## src/rtl/dma_pkg.sv

```systemverilog
// Shared DMA types, bus constants and burst-sizing helpers used by the streamer instances.
package dma_pkg;

   localparam int DATA_BUS_WIDTH     = 64;
   localparam int BYTES_PER_BEAT     = DATA_BUS_WIDTH / 8;
   localparam int BEAT_SIZE          = $clog2(BYTES_PER_BEAT);
   localparam int AXI_4K_BYTES       = 4096;
   localparam int DMA_FIFO_DEPTH     = 16;
   localparam int DMA_MAX_BEAT_BURST = 256;
   localparam bit DMA_MAX_BURST_EN   = 1'b1;
   localparam int FIFO_SZ_W          = $clog2(DMA_FIFO_DEPTH) + 1;

   typedef logic [FIFO_SZ_W-1:0] fifo_sz_t;

   typedef enum logic [2:0] {
      ST_IDLE  = 3'd0,
      ST_CHECK = 3'd1,
      ST_CALC  = 3'd2,
      ST_REQ   = 3'd3,
      ST_DRAIN = 3'd4,
      ST_DONE  = 3'd5
   } dma_strm_st_t;

   typedef enum logic [1:0] {
      DMA_NO_ERR        = 2'd0,
      DMA_UNALIGNED_ERR = 2'd1,
      DMA_AXI_RD_ERR    = 2'd2,
      DMA_AXI_WR_ERR    = 2'd3
   } dma_err_t;

   typedef struct packed {
      logic [31:0] src_addr;
      logic [31:0] dst_addr;
      logic [31:0] num_bytes;
   } s_dma_desc_t;

   typedef struct packed {
      logic [31:0]               addr;
      logic [7:0]                alen;
      logic [2:0]                size;
      logic [BYTES_PER_BEAT-1:0] strb;
      logic                      valid;
   } s_dma_axi_req_t;

   typedef struct packed {
      logic ready;
   } s_dma_axi_resp_t;

   typedef struct packed {
      logic [31:0] addr;
      dma_err_t    code;
      logic        valid;
   } s_dma_error_t;

   // Largest legal burst: limited by remaining beats, burst cap, FIFO depth and the 4KB page end.
   function automatic logic [31:0] dma_burst_beats(input logic [31:0] rem_beats,
                                                   input logic [31:0] max_beats,
                                                   input logic [31:0] addr);
      logic [31:0] page_beats;
      logic [31:0] beats;
      page_beats = (32'(AXI_4K_BYTES) - {20'd0, addr[11:0]}) >> BEAT_SIZE;
      beats      = (rem_beats < max_beats) ? rem_beats : max_beats;
      beats      = (beats < 32'(DMA_FIFO_DEPTH)) ? beats : 32'(DMA_FIFO_DEPTH);
      beats      = (beats < page_beats) ? beats : page_beats;
      return beats;
   endfunction

   function automatic logic [BYTES_PER_BEAT-1:0] dma_tail_strb(input logic [BEAT_SIZE-1:0] tail);
      logic [BYTES_PER_BEAT-1:0] one;
      one = {{(BYTES_PER_BEAT-1){1'b0}}, 1'b1};
      return (tail == '0) ? '1 : ((one << tail) - one);
   endfunction

endpackage

```

## src/rtl/dma_streamer.sv

```systemverilog
// Splits one DMA descriptor into 4KB-safe AXI burst requests, throttled by FIFO level and
// the outstanding-burst budget, and reports completion or alignment errors.
module dma_streamer
   import dma_pkg::*;
#(
   parameter bit STREAM_WR = 1'b0,
   parameter int MAX_BEATS = DMA_MAX_BEAT_BURST,
   parameter int OUTST_W   = 4
) (
   input  logic            clk,
   input  logic            rst_n,
   input  logic            dma_go_i,
   input  logic            dma_abort_i,
   input  s_dma_desc_t     desc_i,
   input  fifo_sz_t        fifo_lvl_i,
   output s_dma_axi_req_t  dma_axi_req_o,
   input  s_dma_axi_resp_t dma_axi_resp_i,
   input  logic            burst_done_i,
   output logic            done_o,
   output s_dma_error_t    error_o
);

   localparam int                 MAX_B     = DMA_MAX_BURST_EN ? MAX_BEATS : 1;
   localparam logic [OUTST_W-1:0] OUTST_MAX = {OUTST_W{1'b1}};
   localparam logic [OUTST_W-1:0] OUTST_ONE = {{(OUTST_W-1){1'b0}}, 1'b1};

   dma_strm_st_t           state_q, state_d;
   logic [31:0]            addr_q, addr_d;
   logic [31:0]            rem_q, rem_d;
   logic [BEAT_SIZE-1:0]   tail_q, tail_d;
   logic [OUTST_W-1:0]     outst_q, outst_d;
   logic                   abort_q, abort_d;
   logic                   done_q, done_d;
   s_dma_axi_req_t         req_q, req_d;
   s_dma_error_t           err_q, err_d;

   logic [31:0]            beats_s;
   logic                   hs_s;
   logic                   dec_s;
   logic                   abort_s;
   logic [31:0]            start_addr_s;

   // Outstanding-burst bookkeeping; a completion with nothing in flight is dropped.
   always_comb begin
      hs_s  = req_q.valid && dma_axi_resp_i.ready;
      dec_s = burst_done_i && (outst_q != '0);
      if (hs_s && !dec_s) begin
         outst_d = outst_q + OUTST_ONE;
      end else if (!hs_s && dec_s) begin
         outst_d = outst_q - OUTST_ONE;
      end else begin
         outst_d = outst_q;
      end
   end

   // Descriptor walk: alignment check, burst sizing, request hold and drain.
   always_comb begin
      state_d      = state_q;
      addr_d       = addr_q;
      rem_d        = rem_q;
      tail_d       = tail_q;
      req_d        = req_q;
      err_d        = err_q;
      abort_s      = abort_q || dma_abort_i;
      abort_d      = abort_s;
      beats_s      = dma_burst_beats(rem_q, 32'(MAX_B), addr_q);
      start_addr_s = STREAM_WR ? desc_i.dst_addr : desc_i.src_addr;
      case (state_q)
         ST_IDLE: begin
            abort_d = 1'b0;
            if (dma_go_i) begin
               state_d = ST_CHECK;
               err_d   = '0;
               addr_d  = start_addr_s;
               rem_d   = (desc_i.num_bytes >> BEAT_SIZE)
                         + {31'd0, |desc_i.num_bytes[BEAT_SIZE-1:0]};
               tail_d  = desc_i.num_bytes[BEAT_SIZE-1:0];
            end else begin
               state_d = ST_IDLE;
            end
         end
         ST_CHECK: begin
            if (addr_q[BEAT_SIZE-1:0] != '0) begin
               err_d.addr  = addr_q;
               err_d.code  = DMA_UNALIGNED_ERR;
               err_d.valid = 1'b1;
               state_d     = ST_DONE;
            end else if (rem_q == 32'd0) begin
               state_d = ST_DONE;
            end else if (abort_s) begin
               state_d = ST_DRAIN;
            end else begin
               state_d = ST_CALC;
            end
         end
         ST_CALC: begin
            if (abort_s) begin
               state_d = ST_DRAIN;
            end else if ((32'(fifo_lvl_i) < beats_s) || (outst_q == OUTST_MAX)) begin
               state_d = ST_CALC;
            end else begin
               state_d     = ST_REQ;
               req_d.addr  = addr_q;
               req_d.alen  = 8'(beats_s - 32'd1);
               req_d.size  = 3'(BEAT_SIZE);
               req_d.strb  = (rem_q == beats_s) ? dma_tail_strb(tail_q) : '1;
               req_d.valid = 1'b1;
            end
         end
         ST_REQ: begin
            // addr_q/rem_q are frozen here, so beats_s still matches the issued request.
            if (hs_s) begin
               req_d.valid = 1'b0;
               addr_d      = addr_q + (beats_s << BEAT_SIZE);
               rem_d       = rem_q - beats_s;
               state_d     = ((rem_d == 32'd0) || abort_s) ? ST_DRAIN : ST_CALC;
            end else begin
               state_d = ST_REQ;
            end
         end
         ST_DRAIN: begin
            if (outst_d == '0) begin
               state_d = ST_DONE;
            end else begin
               state_d = ST_DRAIN;
            end
         end
         ST_DONE: begin
            state_d = ST_IDLE;
         end
         default: begin
            state_d     = ST_IDLE;
            req_d.valid = 1'b0;
         end
      endcase
      done_d = (state_d == ST_DONE);
   end

   // State, counters and registered outputs.
   always_ff @(posedge clk or negedge rst_n) begin
      if (!rst_n) begin
         state_q <= ST_IDLE;
         addr_q  <= 32'd0;
         rem_q   <= 32'd0;
         tail_q  <= '0;
         outst_q <= '0;
         abort_q <= 1'b0;
         done_q  <= 1'b0;
         req_q   <= '0;
         err_q   <= '0;
      end else begin
         state_q <= state_d;
         addr_q  <= addr_d;
         rem_q   <= rem_d;
         tail_q  <= tail_d;
         outst_q <= outst_d;
         abort_q <= abort_d;
         done_q  <= done_d;
         req_q   <= req_d;
         err_q   <= err_d;
      end
   end

   assign dma_axi_req_o = req_q;
   assign done_o        = done_q;
   assign error_o       = err_q;

endmodule

```

## config.mk

```make
export PLATFORM = sky130hd
export DESIGN_NAME = dma_streamer
export DESIGN_NICKNAME = d
export VERILOG_FILES = /design/src/rtl/dma_pkg.sv /design/src/rtl/dma_streamer.sv
export SDC_FILE = /design/constraint.sdc
export NUM_CORES = 1
export LEC_CHECK = 0
export CAP_MARGIN = 15
export CORE_UTILIZATION = 54
export DETAILED_ROUTE_END_ITERATION = 8
export PLACE_DENSITY = 0.81
export SKIP_CTS_REPAIR_TIMING = 1
export SYNTH_ARGS = -nofsm -noshare
export SYNTH_HDL_FRONTEND = slang
export SYNTH_SLANG_ARGS = --single-unit
```

## constraint.sdc

```tcl
create_clock -name clk -period 8.6 [get_ports clk]
set_clock_uncertainty 0.15 [all_clocks]
set_input_delay 1.72 -clock clk [delete_from_list [all_inputs] [get_ports clk]]
set_output_delay 1.72 -clock clk [all_outputs]
set_load 0.05 [all_outputs]
```

==> metrics.cfg <==
[run_status]
outcome = finished, final reports clean

[sta]
fin_crit_ns = 7.225
rsz0062_at_grt = no
slew_viol_final = 0
finalSetupTns_ns = 0
fmax_mhz = 138.4
worst_slew_pin_slew_ns = 0.8902
relSlewSlack_pct = 40.66
hold_viol_final = 0
final-setup-viol-count = 0
finalCritPeriodShare_pct = 84.01

[detailed_routing]
ant_nets = 0
drc_errors = 0
wl_per_cell_um = 18.77
wl_um = 31720
vias_per_cell = 6.152
drtPass1Iterations = 5
vias = 10397
drt_iter0_drc = 989

[pwr]
p_leak_nw = 6.098
cellPowerDensity_nw_per_um2 = 420.0
irDropWorstVdd_v = 0.0001981

[grt]
grt_pass1_wl_um = 51900
grt_max_degree = 89
antenna_found_initial = 0
grt_overflow = 0
track_usage_pct = 30.69
grt_pass1_vias = 9746

[floorplan]
ios = 195
floorplan.initialDensity_pct = 55.93
die_x_um = 145.1
die_y_um = 145.1
placementRows = 51
core_area_um2 = 19780
fp.dieArea_um2 = 21070

[layout]
fin_cells = 1690
syn2layout_area_growth_pct = 23.33
final_common_cell = clkdlybuf4s50_1
drive_above_1_share_pct = 7.368
regArea_um2 = 3954
multi_input_area_um2 = 6917
n_fill_cell = 1586
final_nets = 1598
layout_common_cells = clkdlybuf4s50_1, dfrtp_1, nand2_1
final_util_pct = 68.98
antenna_cells = 0

[place]
placedCellCount = 1658
port_buffers = 160
globalplace.congestion = 0.9077
dp_hpwl_um = 22870

[setup_path]
r2r_cells = 24
endpoint_kind = flip-flop
reg2reg_setup_slack_ns = 1.38
r2r-start = addr_q[0]
crit_end = state_q[2]
arrival_ns = 7.45
r2r_end = state_q[2]
worstPathCellList = nor3_2 -> nand3b_1 -> or2_2 -> or3_1 -> or3_1 -> ha_1 -> nand4_1 -> a211oi_1 -> a221oi_1 -> buf_4 -> mux2i_1 -> inv_1 -> ha_1 -> inv_1 -> fa_1 -> a211oi_1 -> o21ai_1 -> nand4_1 -> o211ai_1 -> a31oi_1 -> mux2i_1 -> or4bb_1 -> nor4_2 -> a21o_1
worstPathRequired_ns = 8.83
critPathLaunch = addr_q[0]
worst-path-max-fanout = 11
slowest_stage = or4bb_1
start_kind = flip-flop
cpPeakStageDelay_ns = 0.55
worstSetupPathType = reg -> reg

[clock_tree]
cts_made_buffers = 17
clock-sinks = 158
path_clk_slew_ns = 0.07
htree_levels = 4
cts_buffer_depth = 2
cts_root_buffer = clkbuf_16
clock_latency_ns = 0.44
cts_tree = done

[yosys]
synth.top_cells.by_area = dfrtp_1, ha_1, nand2_1
synth.avg_cell_area_um2 = 8.981
synthArstFlopShare_pct = 100.0
synth-xor-area-share_pct = 6.333
synth_top_family_by_area = compound AO/OA/AOI/OAI gates
synth.cell_area_um2 = 11060
synth_cell_types = 72
yosysTopAreaCell = dfrtp_1
synth_compound_area_share_pct = 21.94
ys_ff_latch = 158
yosys.area_share.simple_pct = 18.56
ys_seq_area_share_pct = 35.73
synth_warnings = 0
syn_inst = 1232
yosys.area_share.adder_pct = 9.069
synthMuxAreaShare_pct = 4.874
ys.flop_type = dfrtp_1
synth-edff-count = 0
synth_top_area_share_pct = 35.73

[worst_hold_path]
hp-class = reg -> reg
worstHoldStart = dma_axi_req_o[15]

[job]
drv_cap = 0

report_power, final:
| group | total [mW] | leakage, nW | switching, mW | internal [mW] |
|---|---|---|---|---|
| combinational | 3.58 | 3.78 | 2.21 | 1.37 |
| sequential | 1.37 | 2.03 | 0.317 | 1.05 |
| clock | 0.783 | 0.289 | 0.360 | 0.423 |
sequential cells by signal (all words and copies together), names as in the netlist:
signal	flops
dma_axi_req_o	49
error_o	33
done_o	1
tail_q	3
rem_q	32
addr_q	32
outst_q	4
state_q	3
abort_q	1
logic make-up after synthesis:
kind of cell | after synthesis
AND/OR/NAND/NOR | 419
AO/OA/AOI/OAI | 354
flip-flops | 158
buffers and inverters | 91
XOR/XNOR | 80
adder cells (fa/ha/maj) | 79
multiplexers | 49
other | 2
Yosys cell counts (34+ instances only):
| master | n |
|---|---|
| a22o_1 | 35 |
| inv_1 | 37 |
| a21oi_1 | 75 |
| dfrtp_1 | 158 |
| nand2_1 | 117 |
| xor2_1 | 34 |
| mux2_2 | 35 |
| o21ai_0 | 56 |
| nor2_1 | 110 |
| clkbuf_1 | 39 |
| xnor2_1 | 46 |
| ha_1 | 77 |
area by class of cell:
class,count,area share (%)
sequential,158,28.97
clock inverter,14,1.229
inverter,37,1.018
clock buffer,18,3.218
tap,265,2.430
multi-input combinational,1027,50.69
timing repair buffer,171,12.44
worst min-delay path by stage:
stage                                    to  slack, ns  cells after the start
after global routing            error_o[26]       0.37                      1
final                     dma_axi_req_o[15]       0.34                      1
after global placement    dma_axi_req_o[14]       0.32                      1
after CTS                 dma_axi_req_o[15]       0.35                      1
after floorplan                   rem_q[24]       0.33                      2
after detailed placement        error_o[19]       0.33                      1
worst max-delay path: cells and delay by family (launching register included):
kind,cells,cell delay (ns)
fa+ha+maj,3,0.92
compound gates,7,1.82
buf+inv,3,0.46
flops,1,0.43
simple gates,9,2.89
mux,2,0.48
per-stage QoR:
step / hold slack (ns) / area (µm²) / setup slack [ns] / power [mW]
floorplan: 0.3281 / 11230 / 2.438 / 3.873
global placement: 0.3165 / 13040 / 1.636 / 4.757
detailed placement: 0.3303 / 13040 / 1.559 / 4.843
CTS: 0.3461 / 13650 / 1.471 / 5.666
global route: 0.3695 / 13650 / 0.8498 / 6.107
finish: 0.3386 / 13650 / 1.375 / 5.732
per-layer routing:
layer	vias to the layer above	share of wire, %	GRT usage (%)
met1	5030	46	44.12
met5	-	0	0
met4	0	2.0	8.895
met2	406	46	47.31
met3	56	6.7	5.220
li1	4905	-	-
Note: power is estimated with default switching activity, not from simulation.
